[src/rtl/truth_table_sweeper.sv]
// Truth-table sweeper for a 3-input combinational gate.
// Steps the gate through all eight input vectors {in1,in2,in3} = 000..111.
// Each vector is held for SETTLE_CYCLES cycles, then the gate output is sampled
// for one cycle. The 8-bit table is assembled with bit [7-v] holding the output
// for vector v. The finished table is compared against an expected table that
// is latched when the sweep starts.
module truth_table_sweeper #(
    parameter int SETTLE_CYCLES = 4,
    parameter int CNT_W         = 8
) (
    input  logic       clk,
    input  logic       rst_n,
    input  logic       start,
    input  logic       abort,
    input  logic [7:0] expected,
    output logic [2:0] dut_in,
    input  logic       dut_out,
    output logic       busy,
    output logic       done,
    output logic [7:0] observed,
    output logic [7:0] mismatch_mask,
    output logic       match
);

    localparam logic [1:0] S_IDLE   = 2'd0;
    localparam logic [1:0] S_SETTLE = 2'd1;
    localparam logic [1:0] S_SAMPLE = 2'd2;
    localparam logic [1:0] S_DONE   = 2'd3;

    // Last settle count before the output is considered stable.
    localparam logic [CNT_W-1:0] SETTLE_LAST = CNT_W'(SETTLE_CYCLES - 1);

    logic [1:0]       state;
    logic [1:0]       state_next;
    logic [2:0]       idx;
    logic [CNT_W-1:0] cnt;
    logic [7:0]       shadow;
    logic [7:0]       expected_latched;

    logic start_ok;
    logic abort_run;

    // Abort wins over start in IDLE. Abort is honoured only while vectors are
    // still being applied, so a sweep that has reached DONE always commits.
    assign start_ok  = (state == S_IDLE) && start && !abort;
    assign abort_run = abort && ((state == S_SETTLE) || (state == S_SAMPLE));

    // Next-state decode for the sweep sequencer.
    always_comb begin
        // NOTE: default assignment first so every path drives state_next and no latch is inferred.
        state_next = state;
        case (state)
            S_IDLE:   if (start_ok) state_next = S_SETTLE;
            S_SETTLE: begin
                if (abort_run)               state_next = S_IDLE;
                else if (cnt == SETTLE_LAST) state_next = S_SAMPLE;
            end
            S_SAMPLE: begin
                if (abort_run)        state_next = S_IDLE;
                else if (idx == 3'd7) state_next = S_DONE;
                else                  state_next = S_SETTLE;
            end
            S_DONE:   state_next = S_IDLE;
            default:  state_next = S_IDLE;
        endcase
    end

    // State register.
    always_ff @(posedge clk or negedge rst_n) begin
        // NOTE: sequential state uses non-blocking assignments so all registers update together at the edge.
        if (!rst_n) state <= S_IDLE;
        else        state <= state_next;
    end

    // Vector index, settle counter, gate drive and the partial-table shadow.
    always_ff @(posedge clk or negedge rst_n) begin
        if (!rst_n) begin
            idx              <= '0;
            cnt              <= '0;
            dut_in           <= '0;
            shadow           <= '0;
            expected_latched <= '0;
        end else if (abort_run) begin
            // Abandon the sweep. The partial table is thrown away.
            idx    <= '0;
            cnt    <= '0;
            dut_in <= '0;
            shadow <= '0;
        end else begin
            case (state)
                S_IDLE: begin
                    if (start_ok) begin
                        expected_latched <= expected;
                        idx              <= '0;
                        cnt              <= '0;
                        dut_in           <= 3'b000;
                        shadow           <= '0;
                    end
                end
                S_SETTLE: cnt <= cnt + CNT_W'(1);
                S_SAMPLE: begin
                    shadow[3'd7 - idx] <= dut_out;
                    if (idx != 3'd7) begin
                        idx    <= idx + 3'd1;
                        dut_in <= idx + 3'd1;
                        cnt    <= '0;
                    end
                end
                S_DONE:   dut_in <= 3'b000;
                default:  dut_in <= 3'b000;
            endcase
        end
    end

    // Busy spans the sweep. Done pulses for the single cycle after the commit.
    always_ff @(posedge clk or negedge rst_n) begin
        if (!rst_n) begin
            busy <= 1'b0;
            done <= 1'b0;
        end else begin
            done <= (state == S_DONE);
            if (start_ok)
                busy <= 1'b1;
            else if (abort_run || (state == S_DONE))
                busy <= 1'b0;
        end
    end

    // Result registers. They hold their value until the next DONE commit or reset.
    always_ff @(posedge clk or negedge rst_n) begin
        if (!rst_n) begin
            observed      <= '0;
            mismatch_mask <= '0;
            match         <= 1'b0;
        end else if (state == S_DONE) begin
            observed      <= shadow;
            mismatch_mask <= shadow ^ expected_latched;
            match         <= (shadow == expected_latched);
        end
    end

endmodule
[config.mk]
export PLATFORM = sky130hd
export DESIGN_NAME = truth_table_sweeper
export DESIGN_NICKNAME = d
export VERILOG_FILES = /design/src/rtl/truth_table_sweeper.sv
export SDC_FILE = /design/constraint.sdc
export NUM_CORES = 1
export LEC_CHECK = 0
export BUFFER_PORTS_ARGS = -buffer_cell sky130_fd_sc_hd__buf_2
export CAP_MARGIN = 10
export CORE_ASPECT_RATIO = 0.5
export CORE_MARGIN = 2
export CORE_UTILIZATION = 50
export CTS_CLUSTER_DIAMETER = 120
export DETAILED_ROUTE_END_ITERATION = 6
export PLACE_DENSITY = 0.75
export SYNTH_ARGS = -nofsm -noshare
export SYNTH_HDL_FRONTEND = slang
export SYNTH_SLANG_ARGS = --single-unit
[constraint.sdc]
create_clock -name clk -period 2.36 [get_ports clk]
set_input_delay 0.354 -clock clk [delete_from_list [all_inputs] [get_ports clk]]
set_output_delay 0.354 -clock clk [all_outputs]
set_load 0.03 [all_outputs]
==> impl_metrics.ini, run 1 <==
[sta]
finalSetupViolations = 0
max_clock_freq_mhz = 486
worst_slew_pin_slew_ns = 0.552
finalHoldViolCount = 0
post-route-period-util_pct = 87.3
fin_tns_setup_ns = 0
fin_skew_ns = 0.0112
maxSlewHeadroom_pct = 63.1
drv_slew = 0
period_needed_ns = 2.06
rsz0062_at_grt = no

[cells_and_area]
num-fill-cells = 426
area_growth_syn_to_layout_pct = 15.9
layout.nets = 297
num_antenna_cells = 0
multi_input_area_um2 = 1180
drive_gt1_share_pct = 27.7
fin_area_um2 = 2930
regArea_um2 = 1280

[synthesis]
synth_most_common_cell = dfrtp_1
synth_top_area_share_pct = 50.5
synth.distinct_cells = 45
synth_area_per_cell_um2 = 10.8
netlist_top_cells_count = 51 x dfrtp_1, 29 x nor2_1, 18 x mux2_2, 14 x nand3_1, 11 x nand2_1
syn_inst = 235
yosys.area.top_type = dfrtp_1
netlist_top_cells_area = dfrtp_1 50%, mux2_2 8.0%, nor2_1 4.3%
synth_flop_cell = dfrtp_1
ys_async_sr_fraction_pct = 100
syn_nets = 255
yosys_warnings = 0
synth_edf_count = 0
synth-seq-area-share_pct = 50.5
ys_ff_latch = 51
synth.cell_area_um2 = 2530

[grt]
antenna_found_initial = 0
grt_pass1_wl_um = 8650
grt_use_total_pct = 19.7
overflow = 0
grt_max_degree = 23
grt_pass1_vias = 1801

[clocking]
cts_resized = 0
clk_pin_slew_ns = 0.10
numCtsBuffers = 5
worst_skew_pair.late_latency_ns = 0.30
clockBufferDepth = 2
cts_tree = yes
postCtsSetupRepairBufs = 0
hold_buffers = 0
clockRootBuffer = clkbuf_8
cts.sinks = 51
htreeDepth = 2

[worst_setup_path]
cp.arrival_ns = 2.25
crit_fanout = 6
worst-endpoint-required_ns = 2.55
crit_type = reg2reg
timing.rr.end = dut_in[2]
reg2reg_from = idx[0]
worstRegToRegCells = 6
end_kind = flip-flop
rrSetupSlack_ns = 0.30
cp-start-kind = flip-flop

[pwr]
internal_power_mw = 1.98
switching_share_pct = 41.0
p_comb_share_pct = 44.7
p_switching_mw = 1.38
p_leak_nw = 1.43
power.share.clock_pct = 18.5
powerDensity_nw_per_um2 = 1150
ir_worst_vdd_mv = 0.446
power.share.sequential_pct = 36.8

[drt]
wire_per_inst_um = 14.7
wirelength_um = 5120
ant_nets = 0
drc = 0
drt_pass1_iterations = 4
via_per_inst = 5.47
drt_iter0_drc = 85
vias = 1904

[placement]
place_area_um2 = 2820
gp_congestion = 0.897
dp_hpwl_um = 3820
portBuffers = 34

[floorplan]
fp.coreArea_um2 = 4890
num_rows = 18
pin_count = 35
die_h_um = 54.3
dieArea_um2 = 5680
start_util_pct = 51.7
fp.dieW_um = 105

[run]
maxCapViolCount = 0

[hold_path]
min-delay-path-class = in2async

[outcome]
status = finished, final reports clean
-- placed cells by master (no fill, tap or decap), types with 2 or more instances in the layout --
| cell type | netlist | routed |
|---|---|---|
| nor2b_1 | 4 | 4 |
| inv_1 | 8 | 8 |
| mux2i_1 | 4 | 4 |
| mux2_2 | 18 | 18 |
| nand2_1 | 11 | 11 |
| a22o_1 | 4 | 4 |
| nor4_1 | 2 | 2 |
| o21a_1 | 2 | 2 |
| nand3_1 | 14 | 14 |
| clkbuf_8 | 0 | 5 |
| a21oi_1 | 9 | 9 |
| nor3_1 | 2 | 2 |
| nor2_1 | 29 | 29 |
| and2_1 | 3 | 3 |
| nand3b_1 | 5 | 5 |
| nand2b_1 | 2 | 2 |
| o31ai_1 | 3 | 3 |
| buf_4 | 0 | 10 |
| o22ai_1 | 2 | 2 |
| o211a_1 | 2 | 2 |
| nand4_1 | 5 | 5 |
| dfrtp_1 | 51 | 51 |
| ha_1 | 7 | 7 |
| xor2_1 | 8 | 8 |
| buf_2 | 4 | 34 |
| o21ai_0 | 10 | 10 |
| o211ai_1 | 2 | 2 |
| a21bo_2 | 2 | 2 |
-- cells by family (layout without fill, tap and decap cells) --
| family | after synthesis | count (layout) | synth area share, % |
|---|---|---|---|
| adder cells (fa/ha/maj) | 7 | 7 | 3.46 |
| AO/OA/AOI/OAI | 49 | 49 | 14.5 |
| multiplexers | 22 | 22 | 9.60 |
| AND/OR/NAND/NOR | 81 | 81 | 16.2 |
| flip-flops | 51 | 51 | 50.5 |
| buffers and inverters | 17 | 60 | 3.02 |
| XOR/XNOR | 8 | 8 | 2.77 |
-- sequential cells by signal, indices dropped and copies added, names as in the netlist, 2 cells and up --
| signal | flops |
|---|---|
| shadow | 8 |
| mismatch_mask | 8 |
| cnt | 8 |
| observed | 8 |
| dut_in | 3 |
| expected_latched | 8 |
| state | 2 |
| idx | 3 |
-- critical path, cell delays in order, from the launching register on --
cell     delay (ns)
dfrtp_1        0.40
ha_1           0.21
ha_1           0.20
or3b_2         0.44
o211a_1        0.22
o21ai_4        0.12
mux2_2         0.35
-- through the flow --
step	cells	util (%)	worst slack, ns	hold WS, ns	power [mW]
3_5_place_dp	340	57.6	0.308	0.354	2.76
3_3_place_gp	340	57.6	0.392	0.337	2.69
2_1_floorplan	235	-	0.440	0.0584	2.35
5_1_grt	348	60.0	0.206	0.0372	3.60
6_report	348	60.0	0.300	0.00409	3.36
4_1_cts	348	60.0	0.287	0.0247	3.38
-- layer usage --
metal | up-vias | global-route usage, % | routed length, µm
met2 | 53 | 33.3 | 2420
met1 | 920 | 26.0 | 2370
met3 | 7 | 4.40 | 271
li1 | 924 | - | -
met4 | 0 | 7.11 | 61
met5 | - | 0 | 0
-- power by group through the flow --
stage	combinational, mW	clock [mW]	sequential (mW)
after floorplan	0.914	0	1.44
after global placement	1.46	0	1.24
after detailed placement	1.50	0	1.25
after CTS	1.51	0.636	1.24
after global routing	1.66	0.670	1.27
final	1.50	0.621	1.24
-- how the worst max path moves through the flow --
stage | start | endpoint | slack, ns | cells after the start
after detailed placement | idx[0] | dut_in[2] | 0.31 | 6
after global placement | idx[0] | dut_in[2] | 0.39 | 6
final | idx[0] | dut_in[2] | 0.30 | 6
after floorplan | idx[0] | dut_in[0] | 0.44 | 6
after CTS | idx[0] | dut_in[2] | 0.29 | 6
after global routing | idx[0] | dut_in[2] | 0.21 | 6
-- final cells by class --
class	count	share of cell area, %
multi-input cells	167	40.1
clock buffers	5	2.35
inverters	8	1.02
well taps	70	2.99
flip-flops and latches	51	43.5
repair buffers	44	8.37
clock inverters	3	1.62
No activity file was read; power rests on OpenSTA's default activity.
==> inputs of run 2 (changes only) <==
==> constraint.sdc (replaced) <==
create_clock -name clk -period 2.4 [get_ports clk]
set_input_delay 0.36 -clock clk [delete_from_list [all_inputs] [get_ports clk]]
set_output_delay 0.36 -clock clk [all_outputs]
set_load 0.03 [all_outputs]
==> run 2 against run 1 <==
- clock skew down 0.0032 ns
- power down 1.7%
- utilization down 0.31 points
- hold slack better by 0.15 ns
- count of clock-buffer cells in the layout unchanged
- global-route usage up 0.099 points
- critical endpoint unchanged
- cell area down 0.51%
- die area unchanged
==> impl_metrics.ini, run 2 (same netlist as run 1, synthesis figures left out) <==
[cells_and_area]
drive_gt1_share_pct = 27.2
fin_area_um2 = 2920
layout.nets = 295
area_growth_syn_to_layout_pct = 15.3
num_antenna_cells = 0
layout_commonest_cell = dfrtp_1
mostFrequentLayoutCells = 51 x dfrtp_1, 34 x buf_2, 29 x nor2_1

[placement]
gp_congestion = 0.831
place_area_um2 = 2800
place_ws_ns = 0.356
dp_hpwl_um = 3720
portBuffers = 34

[sta]
finalSetupViolations = 0
drv_slew = 0
final.setup.worst_slack_ns = 0.332
fin_tns_setup_ns = 0
period_needed_ns = 2.07
rsz0062_at_grt = no
max_clock_freq_mhz = 484
fin_skew_ns = 0.00800
worst_slew_pin_slew_ns = 0.633
finalHoldViolCount = 0
post-route-period-util_pct = 86.1
maxSlewHeadroom_pct = 57.8

[clocking]
numCtsBuffers = 5
clk_pin_slew_ns = 0.09
clockRootBuffer = clkbuf_8
hold_buffers = 0
cts_resized = 0
htreeDepth = 2
cts_tree = yes
cts.sinks = 51
worst_skew_pair.late_latency_ns = 0.31
clockBufferDepth = 2
postCtsSetupRepairBufs = 0

[worst_setup_path]
timing.rr.end = dut_in[2]
worst-endpoint-required_ns = 2.60
worstRegToRegCells = 6
cp-start-kind = flip-flop
end_kind = flip-flop
crit_type = reg2reg
reg2reg_from = idx[0]
crit_fanout = 6
cp.arrival_ns = 2.26
startpoint = idx[0]
rrSetupSlack_ns = 0.33

[floorplan]
start_util_pct = 51.7
fp.coreArea_um2 = 4890
dieArea_um2 = 5680
num_rows = 18
die_h_um = 54.3
fp.dieW_um = 105
pin_count = 35

[pwr]
powerDensity_nw_per_um2 = 1130
total_power_mw = 3.30
p_leak_nw = 1.42
ir_worst_vdd_mv = 0.398

[grt]
grt_use_total_pct = 19.8
overflow = 0
antenna_found_initial = 0
grt_max_degree = 52
grt_pass1_wl_um = 8560
grt_pass1_vias = 1829

[drt]
ant_nets = 0
wirelength_um = 5140
drc = 0
drt_pass1_iterations = 4
drt_iter0_drc = 96
wire_per_inst_um = 14.9
via_per_inst = 5.47
vias = 1893

[hold_path]
min-delay-path-class = in2async

[outcome]
status = finished, final reports clean

[run]
maxCapViolCount = 0
-- run 2: worst max-delay path by stage --
stage	endpoint	slack, ns	depth (start not counted)
3_3_place_gp	dut_in[2]	0.44	6
4_1_cts	dut_in[2]	0.34	6
2_1_floorplan	dut_in[0]	0.48	6
5_1_grt	dut_in[2]	0.28	6
3_5_place_dp	dut_in[2]	0.36	6
6_report	dut_in[2]	0.33	6
-- run 2: routing by layer --
layer | vias up | part of all wire (%) | global-route usage (%)
met3 | 2 | 3.4 | 4.40
met1 | 941 | 48 | 25.0
met2 | 26 | 48 | 34.4
li1 | 924 | - | -
met4 | 0 | 0.72 | 8.67
met5 | - | 0 | 0
-- run 2: report_power, final --
| part | internal (mW) | switching (mW) |
|---|---|---|
| Combinational | 0.555 | 0.917 |
| Clock | 0.316 | 0.298 |
| Sequential | 1.08 | 0.140 |
| Total | 1.95 | 1.36 |
-- run 2: final cells by class --
type                       count  area [µm²]
sequential                    51        1280
timing repair buffer          42         230
clock buffer                   5        68.8
inverter                       8        30.0
fill                         415        1970
multi-input combinational    167        1180
tap                           70        87.6
clock inverter                 3        47.5
-- run 2: critical path: stages (launching register included) --
cell and delay, ns:
dfrtp_1 0.40, ha_1 0.20, ha_1 0.20, or3b_2 0.45, o211a_1 0.23, o21ai_4 0.12
mux2_2 0.36
-- run 2: through the flow --
stage / std cells / hold WS, ns / utilization, %
after global placement: 338 / 0.480 / 57.3
after detailed placement: 338 / 0.490 / 57.3
final: 346 / 0.153 / 59.7
after global routing: 346 / 0.196 / 59.7
after floorplan: 235 / 0.0644 / -
after CTS: 346 / 0.176 / 59.7
==> inputs of run 3 (changes only) <==
--- a/config.mk
+++ b/config.mk
@@ -12,6 +12,7 @@
 export CORE_UTILIZATION = 50
 export CTS_CLUSTER_DIAMETER = 120
 export DETAILED_ROUTE_END_ITERATION = 6
+export GPL_TIMING_DRIVEN = 0
 export PLACE_DENSITY = 0.75
 export SYNTH_ARGS = -nofsm -noshare
 export SYNTH_HDL_FRONTEND = slang
==> run 3 against run 2 <==
- final cell count rose by 0.58%
- hold slack improved by 0.12 ns
- clock skew fell by 0.0025 ns
- count of clock-buffer cells in the layout rose by 1
- maximum frequency rose by 0.55%
- via count fell by 1.2%
- power fell by 3.5%
- die area did not move
- register-to-register slack barely moved
- critical path type unchanged
- largest power group unchanged
- highest routed layer unchanged
==> impl_metrics.ini, run 3 (same netlist as run 1, synthesis figures left out) <==
[clocking]
cts_tree = yes
cts.sinks = 51
numCtsBuffers = 5
worst_skew_pair.late_latency_ns = 0.31
clockRootBuffer = clkbuf_8
clk_pin_slew_ns = 0.09
clockBufferDepth = 2
htreeDepth = 2
postCtsSetupRepairBufs = 0

[worst_setup_path]
cp.arrival_ns = 2.25
rrSetupSlack_ns = 0.34
worstRegToRegCells = 6
crit_type = reg2reg
worst-endpoint-required_ns = 2.59
reg2reg_from = state[0]
timing.rr.end = dut_in[0]
crit_fanout = 7
end_kind = flip-flop
cp-start-kind = flip-flop

[cells_and_area]
finish.utilization_pct = 59.5
fin_area_um2 = 2910
drive_gt1_share_pct = 25.9
mostFrequentLayoutCells = 51 x dfrtp_1, 37 x buf_2, 29 x nor2_1
final_cells = 348
layout.nets = 297
num_antenna_cells = 0
layout_commonest_cell = dfrtp_1
area_growth_syn_to_layout_pct = 15.1

[drt]
via_per_inst = 5.38
drt_iter0_drc = 41
ant_nets = 0
drt_pass1_iterations = 4
wire_per_inst_um = 14.3
drc = 0
vias = 1871
wirelength_um = 4970

[placement]
portBuffers = 33
dp_cells = 338
place_area_um2 = 2780
dp_hpwl_um = 3580
gp_congestion = 0.819

[sta]
worst_slew_pin_slew_ns = 0.593
fin_tns_setup_ns = 0
maxSlewHeadroom_pct = 60.4
post-route-period-util_pct = 85.7
max_clock_freq_mhz = 486
drv_slew = 0
rsz0062_at_grt = no
finalSetupViolations = 0
period_needed_ns = 2.06
fin_skew_ns = 0.00546
finalHoldViolCount = 0

[pwr]
p_comb_share_pct = 45.4
internal_power_mw = 1.85
ir_worst_vdd_mv = 0.389
p_switching_mw = 1.34
p_leak_nw = 1.40
power.share.clock_pct = 16.6
switching_share_pct = 42.0
total_power_mw = 3.19
power.share.sequential_pct = 38.0
powerDensity_nw_per_um2 = 1100

[hold_path]
hp-start = expected[2]
holdPathStages = 2
min_to = expected_latched[2]
min-delay-path-class = in2reg

[floorplan]
dieArea_um2 = 5680
num_rows = 18
start_util_pct = 51.7
fp.dieW_um = 105
pin_count = 35
fp.coreArea_um2 = 4890
die_h_um = 54.3

[grt]
antenna_found_initial = 0
grt_pass1_wl_um = 8080
grt_use_total_pct = 18.7
grt_pass1_vias = 1685
grt_max_degree = 52
overflow = 0

[outcome]
status = finished, final reports clean

[run]
maxCapViolCount = 0
## run 3: cell types whose count changed in the layout (fill, tap and decap cells not counted), sizes merged
cell         delta
dlygate4sd3     +1
inv             -1
bufinv          -1
clkinvlp        +1
buf             -3
clkbuf          +5
## run 3: cell type report
class	count	area, µm²
fillers	406	1980
flip-flops and latches	51	1280
multi-input cells	167	1180
repair buffers	35	195
well taps	70	87.6
clock buffers	6	82.6
plain buffers	9	46.3
inverters	8	30.0
clock inverters	2	16.3
## run 3: critical path, cell delays in order, from the launching register on
cell and delay [ns]:
dfrtp_1 0.42, inv_1 0.09, ha_1 0.27, or3b_2 0.46
o211a_1 0.22, o21ai_4 0.12, mux2_2 0.36
## run 3: metal layers
metal / track usage (%) / routed length [µm] / part of all wire (%)
met5: 0 / 0 / 0
met4: 6.44 / 30 / 0.60
met3: 4.76 / 149 / 3.0
met2: 31.5 / 2310 / 47
met1: 24.4 / 2470 / 50
## run 3: what timing repair did
item / 4_1_cts / 5_1_grt
hold buffers: 0 / 1
endpoints found under the hold margin: 0 / 8
gates resized for setup: 0 / 0
## run 3: worst max path at each step
stage,cells past startpoint,start,to
after global placement,6,idx[0],dut_in[0]
after detailed placement,6,idx[0],dut_in[0]
after CTS,6,state[0],dut_in[0]
after floorplan,6,idx[0],dut_in[0]
final,6,state[0],dut_in[0]
after global routing,6,state[0],dut_in[0]
## run 3: stage by stage
| stage | setup WS (ns) | hold slack [ns] |
|---|---|---|
| floorplan | 0.480 | 0.0644 |
| global placement | 0.385 | 0.480 |
| detailed placement | 0.365 | 0.493 |
| CTS | 0.345 | 0.269 |
| global route | 0.239 | 0.265 |
| finish | 0.344 | 0.275 |
## run 3: power by group through the flow
stage,combinational (mW),sequential [mW],clock [mW]
after floorplan,0.899,1.41,0
after global placement,1.40,1.21,0
after detailed placement,1.43,1.23,0
after CTS,1.44,1.21,0.543
after global routing,1.59,1.25,0.581
final,1.45,1.21,0.529
